--- config.mk ---
export PLATFORM = sky130hd
export DESIGN_NAME = weight_fetch
export DESIGN_NICKNAME = d
export VERILOG_FILES = /design/src/rtl/weight_pkg.sv /design/src/rtl/weight_fetch.sv
export SDC_FILE = /design/constraint.sdc
export NUM_CORES = 1
export LEC_CHECK = 0
export CAP_MARGIN = 25
export CORE_ASPECT_RATIO = 0.9
export CORE_UTILIZATION = 25
export CTS_CLUSTER_DIAMETER = 100
export DETAILED_ROUTE_END_ITERATION = 6
export PLACE_DENSITY_LB_ADDON = 0.1
export SYNTH_ARGS = -nofsm -noshare
export SYNTH_HDL_FRONTEND = slang
export SYNTH_SLANG_ARGS = --single-unit
--- constraint.sdc ---
create_clock -name clk -period 2.1 [get_ports clk]
set_clock_uncertainty 0.15 [all_clocks]
set_input_delay 0.42 -clock clk [delete_from_list [all_inputs] [get_ports clk]]
set_output_delay 0.42 -clock clk [all_outputs]
set_load 0.05 [all_outputs]
--- src/rtl/weight_pkg.sv ---
// Shared constants and FSM states for the weight tile fetch path.
// weight_feed integration uses the same word/row geometry.
package weight_pkg;

    localparam int WORD_W         = 32;
    localparam int NUM_ROWS       = 4;
    localparam int BYTES_PER_WORD = 4;

    typedef enum logic [2:0] {
        IDLE,
        READ,
        WAIT,
        LOAD,
        STREAM,
        DONE
    } state_t;

endpackage

--- src/rtl/weight_fetch.sv ---
// Reads one 4-row weight tile from SRAM, loads weight_feed, then
// streams it out for four non-stalled cycles.
module weight_fetch
    import weight_pkg::*;
#(
    parameter int ADDR_W = 8
) (
    input  logic              clk,
    input  logic              rst,
    input  logic              start,
    input  logic [ADDR_W-1:0] base_addr,
    input  logic              stall,
    output logic              busy,
    output logic              done,
    output logic              mem_rd_en,
    output logic [ADDR_W-1:0] mem_addr,
    input  logic [WORD_W-1:0] mem_rdata,
    output logic [WORD_W-1:0] wA,
    output logic [WORD_W-1:0] wB,
    output logic [WORD_W-1:0] wC,
    output logic [WORD_W-1:0] wD,
    output logic              en_in,
    output logic              en_out
);

    state_t            state;
    logic [1:0]        row;
    logic [1:0]        beat;
    logic [1:0]        cap_row;
    logic              cap_en;
    logic [ADDR_W-1:0] base;

    assign busy      = (state != IDLE);
    assign done      = (state == DONE);
    assign mem_rd_en = (state == READ);
    assign en_in     = (state == LOAD);
    assign en_out    = (state == STREAM) && !stall;
    assign mem_addr  = (state == READ) ? base + ADDR_W'(row) : '0;

    always_ff @(posedge clk) begin
        if (rst) begin
            state   <= IDLE;
            row     <= '0;
            beat    <= '0;
            cap_row <= '0;
            cap_en  <= 1'b0;
            base    <= '0;
            wA      <= '0;
            wB      <= '0;
            wC      <= '0;
            wD      <= '0;
        end else begin
            // Read data lags the strobe by one cycle; the delayed row picks the slot.
            cap_en  <= (state == READ);
            cap_row <= row;
            if (cap_en) begin
                unique case (cap_row)
                    2'd0: wA <= mem_rdata;
                    2'd1: wB <= mem_rdata;
                    2'd2: wC <= mem_rdata;
                    2'd3: wD <= mem_rdata;
                endcase
            end

            unique case (state)
                IDLE: begin
                    if (start) begin
                        base  <= base_addr;
                        row   <= '0;
                        state <= READ;
                    end
                end
                READ: begin
                    row <= row + 2'd1;
                    if (row == 2'(NUM_ROWS - 1))
                        state <= WAIT;
                end
                WAIT: state <= LOAD;
                LOAD: begin
                    beat  <= '0;
                    state <= STREAM;
                end
                STREAM: begin
                    if (!stall) begin
                        beat <= beat + 2'd1;
                        if (beat == 2'(NUM_ROWS - 1))
                            state <= DONE;
                    end
                end
                DONE:    state <= IDLE;
                default: state <= IDLE;
            endcase
        end
    end

endmodule

==> results of run 1 <==
[repair_timing]
action | 4_1_cts | 5_1_grt
endpoints found under the hold margin | 0 | 0
gates cloned | 0 | 1
resized for setup | 118 | 27
pin swaps | 10 | 8
endpoints found under the setup margin | 105 | 13
setup buffers | 6 | 5
[cell type report]
cell class                      instances  area, um^2
Clock inverter                         13         151
Multi-Input combinational cell        480        2420
Sequential cell                       146        2940
Timing Repair Buffer                  224        2190
Clock buffer                           19         433
Tap cell                              286         358
Inverter                                4        27.5
Fill cell                            2180       12500
[sequential cells by signal (all words and copies together) (netlist names)]
| register | cells |
|---|---|
| wA | 32 |
| wB | 32 |
| wC | 32 |
| wD | 32 |
| base | 8 |
| state | 3 |
| beat | 2 |
| cap_row | 2 |
| row | 2 |
| cap_en | 1 |
[worst max-delay path by stage]
stage                                    start           to  slack, ns  depth (start not counted)
after CTS                 base[0]$_SDFFE_PP0P_  mem_addr[7]      -0.37                          6
final                      row[1]$_SDFFE_PP0P_  mem_addr[7]      -0.35                          5
after global routing      base[0]$_SDFFE_PP0P_  mem_addr[6]      -0.41                          6
after detailed placement                 stall       en_out      -0.02                          4
after global placement     row[1]$_SDFFE_PP0P_  mem_addr[7]      -0.04                          5
after floorplan            row[1]$_SDFFE_PP0P_  mem_addr[7]      -0.19                          4
[stage by stage]
stage | setup TNS, ns | setup slack, ns | utilization (%)
global route | -3.09 | -0.415 | 40.5
floorplan | -0.221 | -0.185 | -
finish | -2.38 | -0.345 | 40.5
CTS | -2.79 | -0.372 | 39.8
global placement | -0.0481 | -0.0439 | 37.0
detailed placement | -0.0442 | -0.0216 | 37.0
[kinds of logic after synthesis]
family | share of synthesized area, %
XOR/XNOR | 0.323
flip-flops | 53.9
AO/OA/AOI/OAI | 14.6
AND/OR/NAND/NOR | 25.1
adder cells (fa/ha/maj) | 1.29
buffers and inverters | 4.69
[power by group]
part / total [uW] / internal, uW / switching, uW
Sequential: 2860 / 2820 / 38.2
Clock: 3050 / 1770 / 1280
Combinational: 647 / 255 / 392
Total: 6550 / 4850 / 1710
[critical path, stage by stage, from the launching register on]
cell and delay, ns:
dfxtp_4 0.36, ha_4 0.27, a21oi_4 0.06, or4_4 0.43, a21oi_4 0.19, buf_12 0.15
[cells in the mapped netlist (2+ instances only)]
cell type | count | area, um^2
a21oi_1 | 144 | 721
buf_2 | 15 | 75.1
ha_1 | 4 | 50.1
buf_4 | 2 | 15.0
nor2_1 | 4 | 15.0
o21ai_0 | 3 | 15.0
and3b_1 | 3 | 26.3
inv_1 | 2 | 7.51
dfxtp_1 | 146 | 2920
clkbuf_1 | 29 | 109
and2b_1 | 2 | 15.0
buf_6 | 3 | 33.8
or4b_4 | 2 | 27.5
o31ai_1 | 2 | 15.0
nand3_1 | 5 | 25.0
nand3b_1 | 3 | 22.5
a21oi_2 | 4 | 35.0
and2_1 | 3 | 18.8
or4_1 | 2 | 15.0
nor2b_1 | 3 | 18.8
or3_1 | 3 | 18.8
nand2_1 | 277 | 1040
or3b_1 | 2 | 17.5
nand3_2 | 2 | 20.0
[routing by layer]
layer	vias to the layer above	track usage (%)	share of wire, %	wire length (um)
met2	152	26.5	47	8440
li1	2601	-	-	-
met4	0	4.96	0.81	146
met3	9	5.25	6.7	1210
met1	2433	20.9	46	8190
met5	-	0	0	0
[cells in the final DEF, fill, tap and decap left out, types with 2 or more instances in the layout]
master	Yosys	final
clkinv_4	1	3
nand2_1	277	276
and3b_1	3	2
clkbuf_1	29	2
dfxtp_2	0	8
nand3_1	5	3
o31ai_1	2	2
bufinv_16	0	2
nand3_2	2	4
and2_4	0	3
or3_4	0	3
nor2_4	0	2
a21oi_4	0	5
inv_6	0	5
nand3b_1	3	3
buf_12	0	19
ha_1	4	2
nor2b_1	3	2
clkdlybuf4s50_1	0	42
or4_4	0	2
dlygate4sd2_1	0	95
clkbuf_16	0	18
buf_6	3	6
buf_4	2	60
and2b_1	2	2
a21oi_1	144	139
a21oi_2	4	4
nor2_1	4	2
dfxtp_1	146	137
clkinvlp_4	0	4
or4b_4	2	2
ha_4	0	2
o21ai_0	3	2
==> out/qor.csv, run 1 <==
stage;metric;value;unit
critical_path;critPathMaxFanout;4;
detailed_routing;wl_per_cell;15.3;um
layout;final_cell_count_no_fill;1172;
hold_path;hold_start;wD[1]$_SDFFE_PP0P_;
detailed_routing;drtPass1Iterations;6;
yosys;yosysWarnings;0;
cts;htreeDepth;4;
pwr;power_density;769;nW/um^2
timing;setup_viol_count_final;10;
placement;portBuffers;184;
yosys;async_flop_share;0;%
placement;dpl.hpwl;12200;um
placement;place_congestion;0.747;
timing;tightest_slew;0.551;ns
global_routing;grt_pass1_wl;27900;um
placement;place_inst;1129;
detailed_routing;avgViaCountPerCell;4.43;
hold_path;min_to;wD[1]$_SDFFE_PP0P_;
detailed_routing;ant_nets;0;
timing;fin_ws;-0.345;ns
global_routing;grtUsageTotal;16.5;%
layout;final_nets;922;
yosys;synth_edf_count;0;
pwr;leakage;0.00346;uW
die;die_w;157;um
critical_path;critPathLaunchType;flip-flop;
critical_path;timing.rr.end;base[4]$_SDFFE_PP0P_;
cts;clock_latency;0.41;ns
layout;n_antenna_cell;0;
pwr;vdd_drop_max;0.000433;V
critical_path;critical_path_required;1.53;ns
global_routing;grt_max_degree;49;
global_routing;antenna_found_initial;0;
timing;finalMaxSlewViolations;0;
timing;max_freq;409;MHz
die;coreArea;21000;um^2
pwr;total_power;6550;uW
status;violations;setup timing;
yosys;synth_area_per_cell;7.98;um^2
cts;clock-root-buffer;clkbuf_16;
die;num_rows;50;
die;die-area;22300;um^2
cts;cts.path.max_buffers;2;
timing;hold_viol;0;
placement;dpl_cell_area;7770;um^2
hold_path;whs_path_depth;2;
cts;cts_made_buffers;17;
layout;finalInstanceArea;8520;um^2
detailed_routing;drc;0;
cts;cts.clk_slew.worst_paths;0.06;ns
yosys;synth_top_flop_cell;dfxtp_1;
yosys;synth_cells;679;
critical_path;worstSetupPathType;flip-flop to primary output;
detailed_routing;wl;18000;um
critical_path;cp.arrival;1.88;ns
run;cap_violations;0;
detailed_routing;vias;5195;
yosys;syn_area;5420;um^2
die;die_height;142;um
yosys;ys_seq_area_share;53.9;%
timing;fin_crit_sh;116;%
yosys;ys_seq_elements;146;
critical_path;r2r_cells;6;
timing;grt_setup_unrepaired;true;
die;design.portCount;185;
yosys;syn_nets;728;
yosys;synthDistinctLibCells;38;
hold_path;hold_class;flip-flop to flip-flop;
global_routing;grt_pass1_vias;5081;
critical_path;r2r_start;state[2]$_SDFFE_PP0P_;
cts;cts_tree;done;
cts;cts_sinks;146;
layout;drive_above_1_share;18.7;%
layout;synthToLayoutAreaGrowth;57.2;%
timing;period_minus_slack;2.45;ns
detailed_routing;drtIter0Drc;228;
critical_path;crit_path_end_kind;primary output;
global_routing;overflow;0;
cts;hold_buffers;0;
die;initial_core_util;25.8;%
timing;slew_headroom;63.4;%
critical_path;ff2ff_setup_slack;0.35;ns
status;status;finished with violations;
timing;timing.hold.ws;0.301;ns
Note: power is estimated with default switching activity, not from simulation.
==> run 2, diff against run 1 <==
Settings changed: ABC_AREA set to 1, CORE_ASPECT_RATIO 0.9 to not set.
==> out/qor.csv, run 2 <==
stage;metric;value;unit
status;status;finished with violations;
status;violations;setup timing;
yosys;synthDistinctLibCells;22;
detailed_routing;vias;4920;
layout;final_nets;937;
global_routing;grtUsageTotal;15.9;%
critical_path;ff2ff_setup_slack;0.52;ns
die;num_rows;53;
timing;hold_viol;0;
cts;cts.path.max_buffers;2;
timing;finalMaxSlewViolations;0;
cts;cts_made_buffers;17;
timing;slew_headroom;65.0;%
yosys;yosysWarnings;0;
detailed_routing;drtPass1Iterations;4;
cts;hold_buffers;0;
yosys;synth_common_cells;nor2_1, dfxtp_1, o21ai_0;
cts;clock_latency;0.42;ns
yosys;synth_top_area_share;54.6;%
cts;cts_sinks;146;
global_routing;antenna_found_initial;0;
critical_path;worstSetupPathType;flip-flop to primary output;
cts;clock-root-buffer;clkbuf_16;
yosys;synth_top_area_cell;dfxtp_1;
critical_path;critPathMaxFanout;2;
detailed_routing;avgViaCountPerCell;4.18;
hold_path;hold_class;flip-flop to flip-flop;
detailed_routing;drtIter0Drc;177;
timing;grt_setup_unrepaired;true;
yosys;syn_nets;746;
layout;drive_above_1_share;17.5;%
timing;tightest_slew;0.526;ns
pwr;vdd_drop_max;0.000486;V
layout;final_util;39.3;%
yosys;synth_area_per_cell;7.68;um^2
global_routing;overflow;0;
pwr;power_density;885;nW/um^2
cts;cts_tree;done;
placement;portBuffers;184;
timing;period_minus_slack;2.41;ns
layout;final_common_cell;nor2_1;
timing;fin_ws;-0.313;ns
die;die_w;148;um
die;die-area;22000;um^2
die;initial_core_util;25.5;%
detailed_routing;wl;16900;um
global_routing;grt_pass1_wl;26700;um
critical_path;critPathLaunchType;flip-flop;
layout;fillers;2227;
yosys;syn_area;5350;um^2
die;design.portCount;185;
timing;fin_crit_sh;115;%
yosys;synth_cells;697;
critical_path;cp.arrival;1.84;ns
yosys;async_flop_share;0;%
die;coreArea;21000;um^2
detailed_routing;ant_nets;0;
placement;place_congestion;0.761;
yosys;ys_seq_elements;146;
die;die_height;148;um
placement;pre_cts_ws;-0.0611;ns
layout;register_area;2940;um^2
detailed_routing;wl_per_cell;14.4;um
yosys;synth_top_flop_cell;dfxtp_1;
timing;max_freq;414;MHz
pwr;total_power;7320;uW
yosys;ys_seq_area_share;54.6;%
detailed_routing;drc;0;
cts;cts.clk_slew.worst_paths;0.06;ns
yosys;yosysMostFrequentCell;nor2_1;
run;cap_violations;0;
timing;setup_viol_count_final;7;
pwr;leakage;0.00375;uW
global_routing;grt_max_degree;84;
global_routing;grt_pass1_vias;4778;
layout;final_cell_mix;nor2_1, dfxtp_1, o21ai_0, dlygate4sd2_1, buf_4;
placement;dpl.hpwl;11300;um
layout;n_antenna_cell;0;
critical_path;critical_path_required;1.53;ns
layout;multi_input_area;2180;um^2
critical_path;crit_path_end_kind;primary output;
yosys;synthTopCellsByArea;dfxtp_1, nor2_1, o21ai_0, a21oi_1, inv_1;
cts;htreeDepth;4;
layout;synthToLayoutAreaGrowth;54.5;%
yosys;synth_edf_count;0;
-- run 2: cell types whose count changed after synthesis, moves of 6 or more --
cell	before	now
a21oi_1	144	47
buf_2	15	9
inv_1	2	56
nand2_1	277	34
nand3_1	5	15
nor2_1	4	207
o21ai_0	3	123
o21ai_1	0	14
-- run 2: layer usage --
layer / global-route usage (%) / part of all wire [%] / vias up
met5: 0 / 0 / -
met1: 19.9 / 46 / 2188
met3: 4.75 / 5.6 / 11
met2: 26.2 / 47 / 106
li1: - / - / 2615
met4: 4.64 / 0.89 / 0
-- run 2: cell families after synthesis --
kind of cell / synth area share, %
AND/OR/NAND/NOR: 19.3
AO/OA/AOI/OAI: 17.2
buffers and inverters: 7.44
flip-flops: 54.6
XOR/XNOR: 0.164
adder cells (fa/ha/maj): 1.31
-- run 2: stage by stage --
step / std cells / hold WS [ns] / TNS (ns) / cell area [um^2]
2_1_floorplan: 697 / 0.287 / -0.0895 / 5400
3_3_place_gp: 1140 / 0.282 / -0.0503 / 7640
3_5_place_dp: 1140 / 0.287 / -0.0611 / 7640
4_1_cts: 1175 / 0.294 / -1.81 / 8230
5_1_grt: 1176 / 0.306 / -2.15 / 8270
6_report: 1176 / 0.289 / -1.52 / 8270
-- run 2: power breakdown --
group	internal, uW	switching (uW)	leakage [uW]
clock	1710	1260	0.000278
combinational	456	879	0.00228
sequential	2910	99.7	0.00119
total	5080	2240	0.00375
-- run 2: worst max-delay path, stage by stage, from the launching register on --
cell and delay [ns]:
dfxtp_2 0.34, ha_4 0.16, fa_2 0.37, nand2_2 0.08
nor2_2 0.04, nand2_2 0.07, xor2_2 0.18, nor2_4 0.04
buf_6 0.14
-- run 2: layout make-up --
cell class / instances / share of cell area (%)
Sequential cell: 146 / 35.5
Multi-Input combinational cell: 453 / 26.3
Timing Repair Buffer: 212 / 24.2
Clock buffer: 19 / 5.48
Tap cell: 275 / 4.16
Inverter: 58 / 2.72
Clock inverter: 13 / 1.53
-- run 2: final timing paths --
| kind | from | endpoint | depth (start not counted) |
|---|---|---|---|
| worst max-delay path | base[0]$_SDFFE_PP0P_ | mem_addr[6] | 8 |
| worst min-delay path | wD[19]$_SDFFE_PP0P_ | wD[19]$_SDFFE_PP0P_ | 2 |
| worst max register to register | cap_en$_SDFF_PP0_ | wC[18]$_SDFFE_PP0P_ | 6 |
| worst min register to register | wD[19]$_SDFFE_PP0P_ | wD[19]$_SDFFE_PP0P_ | 2 |
-- run 2: repair_timing --
item | CTS | global route
pin swaps | 8 | 2
setup endpoints to repair | 88 | 9
buffers inserted | 3 | 1
cloned | 0 | 0
resized for setup | 104 | 9
